`src/rtl/mem_arbiter.sv`:
```
// mem_arbiter: two-master round-robin front end for the shared word RAM.
// m0 = instruction fetch, m1 = load/store. One transaction in flight;
// a watchdog aborts unacknowledged accesses and returns ERR_DATA.
module mem_arbiter #(
    parameter int unsigned TIMEOUT  = 16,
    parameter logic [31:0] ERR_DATA = 32'hDEADBEEF
) (
    input  logic        clk,
    input  logic        resetn,
    // master 0
    input  logic        m0_valid,
    output logic        m0_ready,
    input  logic [31:0] m0_addr,
    output logic [31:0] m0_rdata,
    input  logic [31:0] m0_wdata,
    input  logic [3:0]  m0_wstrb,
    // master 1
    input  logic        m1_valid,
    output logic        m1_ready,
    input  logic [31:0] m1_addr,
    output logic [31:0] m1_rdata,
    input  logic [31:0] m1_wdata,
    input  logic [3:0]  m1_wstrb,
    // slave
    output logic        mem_valid,
    input  logic        mem_ready,
    output logic [31:0] mem_addr,
    input  logic [31:0] mem_rdata,
    output logic [31:0] mem_wdata,
    output logic [3:0]  mem_wstrb,
    // status
    output logic        grant,
    output logic        timeout_err
);

    localparam logic [1:0] S_IDLE   = 2'd0;
    localparam logic [1:0] S_ACCESS = 2'd1;
    localparam logic [1:0] S_DONE   = 2'd2;

    // Counter only has to reach TIMEOUT-1; it stops there, so no wrap.
    localparam int          CW       = (TIMEOUT > 1) ? $clog2(TIMEOUT) : 1;
    localparam int unsigned LAST     = (TIMEOUT == 0) ? 0 : TIMEOUT - 1;
    localparam logic [CW-1:0] CNT_LAST = LAST[CW-1:0];
    localparam bit          WD_EN    = (TIMEOUT != 0);

    logic [1:0]    state;
    logic [CW-1:0] cnt;
    logic          last_grant;

    logic          sel;
    logic          req_any;
    logic          rsp_hit;
    logic          rsp_to;
    logic [31:0]   rsp_data;

    // Arbitration pick and response source for the current cycle.
    always_comb begin
        req_any  = m0_valid | m1_valid;
        sel      = (m0_valid && m1_valid) ? ~last_grant : m1_valid;
        rsp_hit  = mem_ready;
        rsp_to   = !mem_ready && WD_EN && (cnt == CNT_LAST);
        rsp_data = mem_ready ? mem_rdata : ERR_DATA;
    end

    // Main FSM: latch request, wait for slave or watchdog, one-cycle DONE gap.
    always_ff @(posedge clk) begin
        if (!resetn) begin
            state       <= S_IDLE;
            cnt         <= '0;
            last_grant  <= 1'b1;
            grant       <= 1'b1;
            mem_valid   <= 1'b0;
            mem_addr    <= '0;
            mem_wdata   <= '0;
            mem_wstrb   <= '0;
            m0_ready    <= 1'b0;
            m1_ready    <= 1'b0;
            m0_rdata    <= '0;
            m1_rdata    <= '0;
            timeout_err <= 1'b0;
        end else begin
            case (state)
                S_IDLE: begin
                    if (req_any) begin
                        mem_addr  <= sel ? m1_addr  : m0_addr;
                        mem_wdata <= sel ? m1_wdata : m0_wdata;
                        mem_wstrb <= sel ? m1_wstrb : m0_wstrb;
                        mem_valid <= 1'b1;
                        grant     <= sel;
                        cnt       <= '0;
                        state     <= S_ACCESS;
                    end
                end
                S_ACCESS: begin
                    if (rsp_hit || rsp_to) begin
                        mem_valid   <= 1'b0;
                        timeout_err <= rsp_to;
                        last_grant  <= grant;
                        if (grant) begin
                            m1_rdata <= rsp_data;
                            m1_ready <= 1'b1;
                        end else begin
                            m0_rdata <= rsp_data;
                            m0_ready <= 1'b1;
                        end
                        state <= S_DONE;
                    end else if (WD_EN) begin
                        cnt <= cnt + 1'b1;
                    end
                end
                S_DONE: begin
                    // Requests ignored here so the master can drop valid.
                    m0_ready    <= 1'b0;
                    m1_ready    <= 1'b0;
                    timeout_err <= 1'b0;
                    state       <= S_IDLE;
                end
                default: state <= S_IDLE;
            endcase
        end
    end

endmodule

```
`config.mk`:
```
export PLATFORM = sky130hd
export DESIGN_NAME = mem_arbiter
export DESIGN_NICKNAME = d
export VERILOG_FILES = /design/src/rtl/mem_arbiter.sv
export SDC_FILE = /design/constraint.sdc
export NUM_CORES = 1
export LEC_CHECK = 0
export CAP_MARGIN = 0
export CELL_PAD_IN_SITES_DETAIL_PLACEMENT = 1
export CELL_PAD_IN_SITES_GLOBAL_PLACEMENT = 2
export CORE_MARGIN = 2
export CORE_UTILIZATION = 23
export CTS_BUF_LIST = sky130_fd_sc_hd__clkbuf_4 sky130_fd_sc_hd__clkbuf_8
export DETAILED_ROUTE_END_ITERATION = 10
export PLACE_DENSITY_LB_ADDON = 0.1
export SYNTH_ARGS = -nofsm -noshare
export SYNTH_HDL_FRONTEND = slang
export SYNTH_SLANG_ARGS = --single-unit
```
`constraint.sdc`:
```
create_clock -name clk -period 2.2 [get_ports clk]
set_clock_uncertainty 0.1 [all_clocks]
set_input_delay 0.44 -clock clk [delete_from_list [all_inputs] [get_ports clk]]
set_output_delay 0.44 -clock clk [all_outputs]
set_load 0.01 [all_outputs]
```
==> flow_summary.json <==
{
  "status": "finished clean",
  "slowest_delay_ps": 610,
  "worst_pin_slew_ps": 548.3,
  "path_class": "reg2out",
  "max_freq_mhz": 498.7,
  "slew_headroom_pct": 63.45,
  "p_per_area_nw_per_um2": 693.8,
  "multi_input_area_sq_um": 2701,
  "gr-total-overflow": 0,
  "yosys.area.top_type_share_pct": 48.40,
  "drt_iter0_drc": 253,
  "routedWlPerCell_um": 19.08,
  "numCtsBuffers": 17,
  "critical_path.max_fanout": 7,
  "syn-cell-area_sq_um": 5956,
  "setup_tns_ps": 0,
  "startpoint_type": "register",
  "clock_sinks": 144,
  "cts_root_buffer": "clkbuf_8",
  "end_kind": "primary output",
  "cts_setup_buffers": 0,
  "synth-seq-cells": 144,
  "drc": 0,
  "totalWireLength_um": 22810,
  "p_leak_nw": 3.539,
  "final_cells": 1195,
  "finalSetupViolations": 0,
  "synth.distinct_cells": 42,
  "rows": 58,
  "dieArea_sq_um": 27200,
  "detail-route-antenna-nets": 0,
  "slew_viol_final": 0,
  "clk_latency_ps": 420,
  "synth_cells": 564,
  "avgSynthCellArea_sq_um": 10.56,
  "cts_resized": 0,
  "layout-drive-gt1-share_pct": 13.18,
  "io_buffer_count": 309,
  "crit_family": "buffers and inverters",
  "path_clk_slew_ps": 80,
  "cts-htree-levels": 4,
  "critical_path_required_ps": 1660,
  "antenna_found_initial": 1,
  "grt_pass1_wl_um": 34890,
  "fin_crit_sh_pct": 91.15,
  "placed_area_sq_um": 9427,
  "syn2layout_area_growth_pct": 65.32,
  "core_sq_um": 25330,
  "maxCapViolations": 0,
  "cts_buffer_depth": 2,
  "diodes": 0,
  "crit_buf_inv": 1,
  "syn_nets": 738,
  "via_count": 5677,
  "grt_pass1_vias": 6153,
  "dpl.hpwl_um": 16740,
  "yosys_warnings": 0,
  "yosys.area.top_type": "dfxtp_1",
  "rsz0062_at_grt": "no",
  "routed_via_density": 4.751,
  "synthTopCellsByArea": "dfxtp_1, mux2i_1, o221a_2",
  "crit_chain": "clkdlybuf4s50_1",
  "dp_cells": 1163,
  "cp.arrival_ps": 1470,
  "place.gp.congestion": 0.7210,
  "grt_max_degree": 69,
  "worst_path_max_delay_cell": "clkdlybuf4s50_1",
  "reg2reg_slack_ps": 420,
  "postCtsHoldBufs": 0,
  "final_cell_area_sq_um": 9846,
  "fillers": 2777,
  "finalHoldViolations": 0,
  "yosysSeqAreaShare_pct": 48.40,
  "period_needed_ps": 2005,
  "num_io_pins": 310,
  "start_util_pct": 23.52,
  "ir_drop_v": 0.0002857,
  "grtUsageTotal_pct": 16.67,
  "nNetsFinal": 1026,
  "holdWs_ps": 234.6,
  "regArea_sq_um": 2884,
  "cts_tree": "done",
  "hp-class": "in2reg",
  "die_x_um": 164.9,
  "fp.dieH_um": 164.9,
  "firstDrtPassIters": 4,
  "total_power_mw": 6.831
}
## power breakdown
part / internal, mW / leakage, nW / switching, mW / total [mW]
logic: 0.926 / 2.14 / 0.704 / 1.63
registers: 2.82 / 1.18 / 0.132 / 2.95
clock network: 1.11 / 0.216 / 1.13 / 2.25
total: 4.86 / 3.54 / 1.97 / 6.83
## per-stage QoR
| step | worst slack, ps | utilization, % |
|---|---|---|
| 2_1_floorplan | 506.1 | - |
| 3_3_place_gp | 90.43 | 37.22 |
| 3_5_place_dp | 23.62 | 37.22 |
| 4_1_cts | 10.77 | 38.87 |
| 5_1_grt | 123.6 | 38.87 |
| 6_report | 194.8 | 38.87 |
## worst register-to-register path, stage by stage, from the launching register on
cell	delay, ps
dfxtp_1	350
ha_1	260
a31o_2	290
and3_1	200
buf_12	180
o221a_2	290
## kinds of logic (layout without fill, tap and decap cells)
kind of cell               Yosys count  after routing  synth area share, %
adders and majority gates            1              1               0.2101
AOI/OAI and AO/OA                  210            210                26.58
and+or+nand+nor                     66             66                5.504
muxes                               76             76                12.77
buffers and inverters               67            368                6.534
DFF                                144            144                48.40
## worst paths after layout
kind / startpoint / endpoint / depth (start not counted)
min: resetn / last_grant$_SDFFE_PN1P_ / 2
max: grant$_SDFFE_PN1P_ / grant / 1
min reg2reg: m0_rdata[29]$_SDFFE_PN0P_ / m0_rdata[29]$_SDFFE_PN0P_ / 2
max reg2reg: cnt[0]$_SDFFE_PN0P_ / m1_rdata[27]$_SDFFE_PN0P_ / 5
## cell type report
cell class | count | share of cell area [%]
clock buffers | 20 | 2.732
clock inverters | 12 | 1.512
inverters | 3 | 0.1144
multi-input cells | 353 | 27.44
flip-flops and latches | 144 | 29.29
well taps | 330 | 4.194
repair buffers | 333 | 34.72
## state kept, by name, indices dropped and copies added (netlist names)
| signal | cells |
|---|---|
| timeout_err | 1 |
| last_grant | 1 |
| m1_rdata | 32 |
| state | 2 |
| m0_ready | 1 |
| cnt | 4 |
| mem_wstrb | 4 |
| m1_ready | 1 |
| m0_rdata | 32 |
| mem_valid | 1 |
| mem_addr | 32 |
| grant | 1 |
| mem_wdata | 32 |
## synthesized netlist by cell type (all sizes together)
master  number
or3          1
o32ai        1
nor2b        1
nor2         4
a21boi       1
dfxtp      144
inv          3
nor3b        1
a31oi        2
nand3       13
a211oi      68
nor3         2
and2         1
o21ai        2
nand3b       1
nand4        1
nand2       31
nand2b       4
or2          2
mux2i       76
or4          2
o21a         1
o221a       48
o22ai       10
and3         2
a21oi       72
a31o         1
a211o        1
ha           1
buf         31
a32oi        1
clkbuf      33
o221ai       2
## placed cells by master (no fill, tap or decap), types with 3 or more instances in the layout
cell type        count
clkdlybuf4s50_1    308
dfxtp_1            143
mux2i_1             76
a21oi_1             72
a211oi_1            68
o221a_2             47
nand2_1             31
clkbuf_8            19
nand3_1             13
buf_12              12
buf_4               12
o22ai_1             10
nand2b_1             4
clkinv_4             4
inv_6                3
## per-layer routing
layer	global-route usage, %	part of all wire [%]
met2	28.43	48
met4	3.439	0.61
met1	19.58	42
met3	7.007	9.3
met5	0	0.048
(Power assumes the default switching activity.)
